File: config.mk
export PLATFORM = sky130hd
export DESIGN_NAME = alu_arbiter
export DESIGN_NICKNAME = d
export VERILOG_FILES = /design/src/rtl/alu_arbiter.sv
export SDC_FILE = /design/constraint.sdc
export NUM_CORES = 1
export LEC_CHECK = 0
export ABC_AREA = 1
export CAP_MARGIN = 20
export CORE_AREA = 2 2 113 115
export CTS_BUF_LIST = sky130_fd_sc_hd__clkbuf_8
export CTS_CLUSTER_SIZE = 25
export DETAILED_ROUTE_END_ITERATION = 10
export DIE_AREA = 0 0 115 117
export PLACE_DENSITY = 0.71
export SETUP_SLACK_MARGIN = 0.3
export SYNTH_ARGS = -nofsm -noshare
export SYNTH_HDL_FRONTEND = slang
export SYNTH_SLANG_ARGS = --single-unit
File: constraint.sdc
create_clock -name clk -period 5 [get_ports clk]
set_input_delay 1 -clock clk [delete_from_list [all_inputs] [get_ports clk]]
set_output_delay 1 -clock clk [all_outputs]
set_load 0.02 [all_outputs]
File: src/rtl/alu_arbiter.sv
// Round-robin arbiter sharing one LX32 ALU between two requesters,
// with a single registered result stage tagged by source and requester tag.
package lx32_alu_pkg;
  typedef enum logic [3:0] {
    ALU_ADD  = 4'd0,
    ALU_SUB  = 4'd1,
    ALU_AND  = 4'd2,
    ALU_OR   = 4'd3,
    ALU_XOR  = 4'd4,
    ALU_SLL  = 4'd5,
    ALU_SRL  = 4'd6,
    ALU_SRA  = 4'd7,
    ALU_SLT  = 4'd8,
    ALU_SLTU = 4'd9
  } alu_op_e;
endpackage

module alu_arbiter
  import lx32_alu_pkg::*;
#(
  parameter int WIDTH = 32,
  parameter int TAG_W = 4
) (
  input  logic             clk,
  input  logic             rst,
  input  logic             req0_valid,
  output logic             req0_ready,
  input  alu_op_e          req0_op,
  input  logic [WIDTH-1:0] req0_a,
  input  logic [WIDTH-1:0] req0_b,
  input  logic [TAG_W-1:0] req0_tag,
  input  logic             req1_valid,
  output logic             req1_ready,
  input  alu_op_e          req1_op,
  input  logic [WIDTH-1:0] req1_a,
  input  logic [WIDTH-1:0] req1_b,
  input  logic [TAG_W-1:0] req1_tag,
  output alu_op_e          alu_control,
  output logic [WIDTH-1:0] alu_src_a,
  output logic [WIDTH-1:0] alu_src_b,
  input  logic [WIDTH-1:0] alu_result,
  output logic             rsp_valid,
  input  logic             rsp_ready,
  output logic [WIDTH-1:0] rsp_result,
  output logic [TAG_W-1:0] rsp_tag,
  output logic             rsp_src
);

  logic             rsp_valid_q, rsp_valid_d;
  logic [WIDTH-1:0] rsp_result_q, rsp_result_d;
  logic [TAG_W-1:0] rsp_tag_q, rsp_tag_d;
  logic             rsp_src_q, rsp_src_d;
  logic             last_grant_q, last_grant_d;

  logic grant_vld_s;
  logic grant_s;
  logic can_accept_s;
  logic xfer_s;

  // Grant selection: on contention the requester not served last wins.
  always_comb begin
    grant_vld_s  = req0_valid | req1_valid;
    can_accept_s = ~rsp_valid_q | rsp_ready;
    if (req0_valid && req1_valid) begin
      grant_s = ~last_grant_q;
    end else if (req1_valid) begin
      grant_s = 1'b1;
    end else begin
      grant_s = 1'b0;
    end
    xfer_s     = grant_vld_s & can_accept_s & ~rst;
    req0_ready = xfer_s & ~grant_s;
    req1_ready = xfer_s & grant_s;
  end

  // ALU operand mux; idles on ADD 0,0 when nobody requests.
  always_comb begin
    if (!grant_vld_s) begin
      alu_control = ALU_ADD;
      alu_src_a   = {WIDTH{1'b0}};
      alu_src_b   = {WIDTH{1'b0}};
    end else if (grant_s) begin
      alu_control = req1_op;
      alu_src_a   = req1_a;
      alu_src_b   = req1_b;
    end else begin
      alu_control = req0_op;
      alu_src_a   = req0_a;
      alu_src_b   = req0_b;
    end
  end

  // Result stage next state: a new transfer overwrites, otherwise drain or hold.
  always_comb begin
    rsp_valid_d  = rsp_valid_q;
    rsp_result_d = rsp_result_q;
    rsp_tag_d    = rsp_tag_q;
    rsp_src_d    = rsp_src_q;
    last_grant_d = last_grant_q;
    if (xfer_s) begin
      rsp_valid_d  = 1'b1;
      rsp_result_d = alu_result;
      rsp_tag_d    = grant_s ? req1_tag : req0_tag;
      rsp_src_d    = grant_s;
      last_grant_d = grant_s;
    end else if (rsp_valid_q && rsp_ready) begin
      rsp_valid_d = 1'b0;
    end else begin
      rsp_valid_d = rsp_valid_q;
    end
  end

  // State registers; reset points last_grant at req1 so req0 wins first contention.
  always_ff @(posedge clk or posedge rst) begin
    if (rst) begin
      rsp_valid_q  <= 1'b0;
      rsp_result_q <= {WIDTH{1'b0}};
      rsp_tag_q    <= {TAG_W{1'b0}};
      rsp_src_q    <= 1'b0;
      last_grant_q <= 1'b1;
    end else begin
      rsp_valid_q  <= rsp_valid_d;
      rsp_result_q <= rsp_result_d;
      rsp_tag_q    <= rsp_tag_d;
      rsp_src_q    <= rsp_src_d;
      last_grant_q <= last_grant_d;
    end
  end

  assign rsp_valid  = rsp_valid_q;
  assign rsp_result = rsp_result_q;
  assign rsp_tag    = rsp_tag_q;
  assign rsp_src    = rsp_src_q;

endmodule
==> results of run 1 <==
==> area by class of cell <==
class                           count  area [um2]  share of cell area [%]
Clock inverter                      3       43.79                  0.7773
Clock buffer                        5       68.82                   1.221
Timing Repair Buffer              294        2935                   52.10
Multi-Input combinational cell    339        1400                   24.85
Tap cell                          150       187.7                   3.331
Inverter                            5       18.77                  0.3331
Sequential cell                    39       977.2                   17.34
Antenna cell                        1       2.502                 0.04441
==> registers in the layout (all words and copies together) (netlist names) <==
name          flops
rsp_result       32
rsp_tag           4
rsp_src           1
last_grant_q      1
rsp_valid         1
==> layer usage <==
| metal | share of wire [%] | vias up | track usage [%] |
|---|---|---|---|
| met5 | 0.041 | - | 0 |
| met4 | 2.1 | 2 | 4.739 |
| met3 | 7.9 | 13 | 3.399 |
| met2 | 49 | 174 | 28.47 |
| met1 | 41 | 1591 | 20.93 |
| li1 | - | 1826 | - |
==> how the worst max path moves through the flow <==
| stage | from | endpoint | slack [ns] | depth (start not counted) |
|---|---|---|---|---|
| after floorplan | rst | req1_ready | 1.46 | 5 |
| after global placement | req1_valid | alu_src_a[18] | 0.76 | 6 |
| after detailed placement | req1_valid | alu_src_a[18] | 0.71 | 6 |
| after CTS | req1_valid | alu_src_a[18] | 0.70 | 6 |
| after global routing | req1_valid | alu_src_b[29] | 0.62 | 6 |
| final | req1_valid | alu_src_a[18] | 0.74 | 6 |
==> worst register-to-register path, cell delays in order (launching register included) <==
cell     delay [ns]
dfstp_2        0.56
nand2_4        0.08
nand2_4        0.06
buf_4          0.54
nand2_1        0.14
nand2_1        0.09
nand2_1        0.05
nand2_1        0.07
==> report_power, final <==
group          switching [mW]  internal (mW)
Clock                   0.109          0.148
Combinational           0.332          0.356
Sequential             0.0272          0.367
Total                   0.469          0.872
==> cells in the final DEF (no fill, tap or decap) <==
cell and n:
clkbuf_8 5, dfrtp_1 38, dfstp_2 1, nand2_4 2, diode_2 1, clkdlybuf4s50_1 287
nor2_4 1, buf_4 5, clkinv_2 1, bufinv_16 1, buf_2 1, buf_12 1
nand3_1 72, nor2_2 3, clkinv_4 1, nor2_1 1, inv_1 4, o21ai_2 1
inv_2 1, nand2_1 258, nand2_2 1
==> metrics by stage <==
| step | util, % | total power [mW] | hold slack [ns] | instance area (um2) |
|---|---|---|---|---|
| after detailed placement | 44.83 | 1.092 | 0.4642 | 5519 |
| after floorplan | - | 0.7034 | 0.4662 | 2590 |
| after global placement | 44.83 | 1.086 | 0.4609 | 5519 |
| after CTS | 45.74 | 1.359 | 0.4869 | 5632 |
| final | 45.76 | 1.340 | 0.4799 | 5634 |
| after global routing | 45.76 | 1.423 | 0.5003 | 5634 |
==> cells by family after synthesis <==
logic type | count (synthesis) | synth area share, %
buffers and inverters | 35 | 8.212
AND/OR/NAND/NOR | 338 | 53.72
flip-flops | 39 | 37.73
AO/OA/AOI/OAI | 1 | 0.3382
==> impl_metrics.toml, run 1 <==
[cts]
numClockSinks = 39
cts_resized = 0
htreeDepth = 2
clk_pin_slew_ns = 0.07
numCtsBuffers = 5
clock_latency_ns = 0.28
cts_tree = "yes"
hold_buffers = 0
clock-root-buffer = "clkbuf_8"
cts_setup_buffers = 0
cts_buffer_depth = 2

[sta]
hold_viol_final = 0
fin_ws_ns = 0.7426
layout_min_cycle_time_ns = 4.257
fin_skew_ns = 0.003455
slew_violations = 0
setup_tns_ns = 0
finalCritPeriodShare_pct = 85.15
setup_viol = 0
max_freq_mhz = 234.9
rsz0062_at_grt = "no"
relSlewSlack_pct = 50.07
tightest_slew_ns = 0.7490

[critical_path]
startpoint_type = "input pin"
cp_cell_sequence = "clkdlybuf4s50_1 > nand2_4 > buf_4 > nand3_1 > nand2_1 > clkdlybuf4s50_1"
cp_max_fo = 72
path_buf_inv = 3
cpLargestDelayFamily = "buffers and inverters"
critPathCaptureType = "output port"
crit_required_ns = 4.00
critPathSlowestCell = "clkdlybuf4s50_1"
crit_top_cell = "clkdlybuf4s50_1"
ff2ff_path_depth = 7
slowest_delay_ns = 0.62
cp.arrival_ns = 3.26
path_class = "in -> out"
worst_r2r_endpoint = "rsp_tag[1]"
r2r_start = "last_grant_q"
r2r_slack_ns = 3.35

[grt]
grt-ovfl-total = 0
grt_pass1_vias = 3536
grt_pass1_wl_um = 17610
track_usage_pct = 16.49
antenna_found_initial = 1
grt_max_degree = 73

[synthesis]
synth-seq-cells = 39
synth_area_leaders = "nand2_1 (37%), dfrtp_1 (37%), nand3_1 (14%)"
synthArstFlopShare_pct = 100.0
synth_area_mm2 = 0.002590
ys_types = 16
synth_top_area_share_pct = 37.39
syn_avg_cell_area_um2 = 6.271
yosysMostFrequentCell = "nand2_1"
synth_area_leader_cell = "nand2_1"
synthTopCellsByCount = "nand2_1 (258), nand3_1 (72), dfrtp_1 (38)"
ys_warn_count = 0
syn_nets = 594
synthFlopType = "dfrtp_1"
ys_seq_area_share_pct = 37.73
syn_inst = 413
synth_edf_count = 0

[floorplan]
die_y_um = 117
die_w_um = 115
io_pins = 289
core_mm2 = 0.01231
die_area_mm2 = 0.01346
initial_core_util_pct = 21.04
num_rows = 41

[final_layout]
fillers = 1224
drive_gt1_share_pct = 3.650
synthToLayoutAreaGrowth_pct = 117.5
stdcell_count = 836
nets = 865

[placed_design]
dp_cells = 827
place.gp.congestion = 0.7705
io_buffer_count = 288
dp_slack_ns = 0.7105
dp_hpwl_um = 9587

[detailed_routing]
drt-pass1-iter-count = 5
dr_total_vias = 3606
wire_per_inst_um = 14.49
wl_um = 12110
drc = 0
routed_via_density = 4.313
drtIter0Drc = 134
ant_nets = 0

[run_status]
status = "completed"

[hold_path]
hold_depth = 2
min_to = "rsp_result[10]"
min_path_type = "reg -> reg"
hold_path_startpoint = "rsp_result[10]"

[pwr]
power.leakage_nw = 2.672
p_per_area_mw_per_mm2 = 237.9
peakVddDrop_mv = 0.1494

[run]
max_cap_viol_count = 0
Note: power is estimated with default switching activity, not from simulation.
==> run 2, diff against run 1 <==
--- a/config.mk
+++ b/config.mk
@@ -5,14 +5,13 @@
 export SDC_FILE = /design/constraint.sdc
 export NUM_CORES = 1
 export LEC_CHECK = 0
-export ABC_AREA = 1
 export CAP_MARGIN = 20
 export CORE_AREA = 2 2 113 115
 export CTS_BUF_LIST = sky130_fd_sc_hd__clkbuf_8
 export CTS_CLUSTER_SIZE = 25
 export DETAILED_ROUTE_END_ITERATION = 10
 export DIE_AREA = 0 0 115 117
-export PLACE_DENSITY = 0.71
+export PLACE_DENSITY = 0.7
 export SETUP_SLACK_MARGIN = 0.3
 export SYNTH_ARGS = -nofsm -noshare
 export SYNTH_HDL_FRONTEND = slang
==> run 2 against run 1 <==
Compared with the run above: combinational power is 5.5% higher; die area is the same; sequential cell count stayed put; core utilization down 0.11 points; wire length shrank 8.6%; first-iteration DRC count up 78%; setup slack better by 0.19 ns; global-route usage shrank 1.6 points; worst hold slack better by 0.012 ns; synthesized cell count is 22% lower; largest cell class unchanged; largest power group unchanged.
==> impl_metrics.toml, run 2 <==
[cts]
cts_resized = 0
clock-root-buffer = "clkbuf_8"
cts_setup_buffers = 0
numCtsBuffers = 5
hold_buffers = 0
clock_latency_ns = 0.29
cts_buffer_depth = 2
cts_tree = "yes"
clk_pin_slew_ns = 0.07
htreeDepth = 2
numClockSinks = 39

[grt]
grt-ovfl-total = 0
track_usage_pct = 14.90
antenna_found_initial = 0
grt_pass1_wl_um = 16010
grt_max_degree = 145
grt_pass1_vias = 3176

[synthesis]
yosysMostFrequentCell = "nand2_1"
ys_types = 18
ys_seq_area_share_pct = 38.95
ys_warn_count = 0
synth_edf_count = 0
syn_inst = 321
synth_top_area_share_pct = 37.91
syn_avg_cell_area_um2 = 7.815
synth_area_leaders = "dfrtp_1 (38%), nand2_1 (20%), mux2_2 (17%)"
synth_area_leader_cell = "dfrtp_1"
synth-seq-cells = 39
synthFlopType = "dfrtp_1"
synthArstFlopShare_pct = 100.0
synthTopCellsByCount = "nand2_1 (136), o21ai_0 (69), dfrtp_1 (38), mux2_2 (38)"
synth_area_mm2 = 0.002509
syn_nets = 502

[detailed_routing]
wl_um = 11070
drt-pass1-iter-count = 5
dr_total_vias = 3229
drc = 0
routed_via_density = 4.340
drtIter0Drc = 238
wire_per_inst_um = 14.88
ant_nets = 0

[floorplan]
die_y_um = 117
die_area_mm2 = 0.01346
die_w_um = 115
io_pins = 289
initial_core_util_pct = 20.38
num_rows = 41
core_mm2 = 0.01231

[critical_path]
path_class = "in -> out"
crit_required_ns = 4.00
cp.arrival_ns = 3.07
r2r_slack_ns = 3.25
crit_start = "req1_valid"
cp_max_fo = 144
startpoint_type = "input pin"
worst_r2r_endpoint = "rsp_tag[0]"
r2r_start = "last_grant_q"
cp-endpoint = "alu_control[3]"
critPathCaptureType = "output port"
ff2ff_path_depth = 4

[final_layout]
ff_latch_area_um2 = 977.2
nets = 774
final_cell_mix = "clkdlybuf4s50_1 (287), nand2_1 (136), o21ai_0 (69)"
antenna_cells = 0
fillers = 1202
largest_reg_flops = 32
synthToLayoutAreaGrowth_pct = 124.0
final_common_cell = "clkdlybuf4s50_1"
multiInputGateArea_mm2 = 0.001391
drive_gt1_share_pct = 9.259
finalInstanceArea_mm2 = 0.005620

[sta]
rsz0062_at_grt = "no"
layout_min_cycle_time_ns = 4.066
hold_viol_final = 0
tightest_slew_ns = 0.6466
finalCritPeriodShare_pct = 81.33
setup_tns_ns = 0
slew_violations = 0
setup_viol = 0
fin_ws_ns = 0.9336
relSlewSlack_pct = 56.90
max_freq_mhz = 245.9
fin_skew_ns = 0.005710

[pwr]
p_comb_share_pct = 50.4
p_per_area_mw_per_mm2 = 256.2
pwr-share-seq_pct = 28.2
p_int_uw = 971.5
peakVddDrop_mv = 0.3168
power.leakage_nw = 2.237
switching_power_uw = 468.4
p_total_mw = 1.440
clkPwrFrac_pct = 21.4
switching_share_pct = 32.53

[placed_design]
dp_slack_ns = 0.9060
place.gp.congestion = 0.7763
dp_hpwl_um = 8929
io_buffer_count = 288
place_area_mm2 = 0.005488

[run]
max_cap_viol_count = 0

[hold_path]
hold_depth = 1
min_path_type = "reg -> reg"

[run_status]
status = "completed"
[run 2: worst min path at each step]
stage | startpoint | to | slack [ns]
after floorplan | rsp_result[27] | rsp_result[27] | 0.61
after global placement | rsp_result[28] | rsp_result[28] | 0.47
after detailed placement | rsp_result[27] | rsp_result[27] | 0.48
after CTS | rsp_result[27] | rsp_result[27] | 0.50
after global routing | rsp_result[20] | rsp_result[20] | 0.52
final | rsp_result[27] | rsp_result[27] | 0.49
[run 2: cell families after synthesis]
kind of cell / share of synthesized area [%]
buffers and inverters: 5.886
AOI/OAI and AO/OA: 15.16
and+or+nand+nor: 20.85
muxes: 19.15
DFF: 38.95
[run 2: layout make-up]
| type | instances | area share [%] |
|---|---|---|
| timing repair buffer | 292 | 51.96 |
| multi-input combinational | 252 | 24.76 |
| sequential | 39 | 17.39 |
| tap | 150 | 3.339 |
| clock buffer | 5 | 1.224 |
| clock inverter | 3 | 1.135 |
| inverter | 3 | 0.2004 |
[run 2: per-layer routing]
metal / part of all wire [%] / wire, um / vias up / track usage, %
met5: 0 / 0 / - / 0
met4: 1.4 / 159 / 0 / 3.855
met3: 10 / 1131 / 11 / 4.583
met2: 51 / 5619 / 162 / 27.69
met1: 38 / 4160 / 1464 / 16.55
li1: - / - / 1592 / -
[run 2: power by group through the flow]
stage | Combinational (mW) | Sequential (mW) | Clock [mW]
finish | 0.726 | 0.406 | 0.308
global route | 0.774 | 0.415 | 0.329
CTS | 0.734 | 0.407 | 0.318
detailed placement | 0.731 | 0.413 | 0
global placement | 0.721 | 0.410 | 0
floorplan | 0.249 | 0.482 | 0
[run 2: critical path, cell delays in order]
cell and delay, ns:
clkdlybuf4s50_1 0.48, a21boi_4 0.20, buf_12 0.37, nand2_1 0.18, o21ai_0 0.13, clkdlybuf4s50_1 0.64
[run 2: stage by stage]
step	utilization (%)	hold WS, ns	cells
after floorplan	-	0.6095	321
after global placement	44.57	0.4710	736
after detailed placement	44.57	0.4784	736
after CTS	45.65	0.4962	744
after global routing	45.65	0.5217	744
final	45.65	0.4923	744
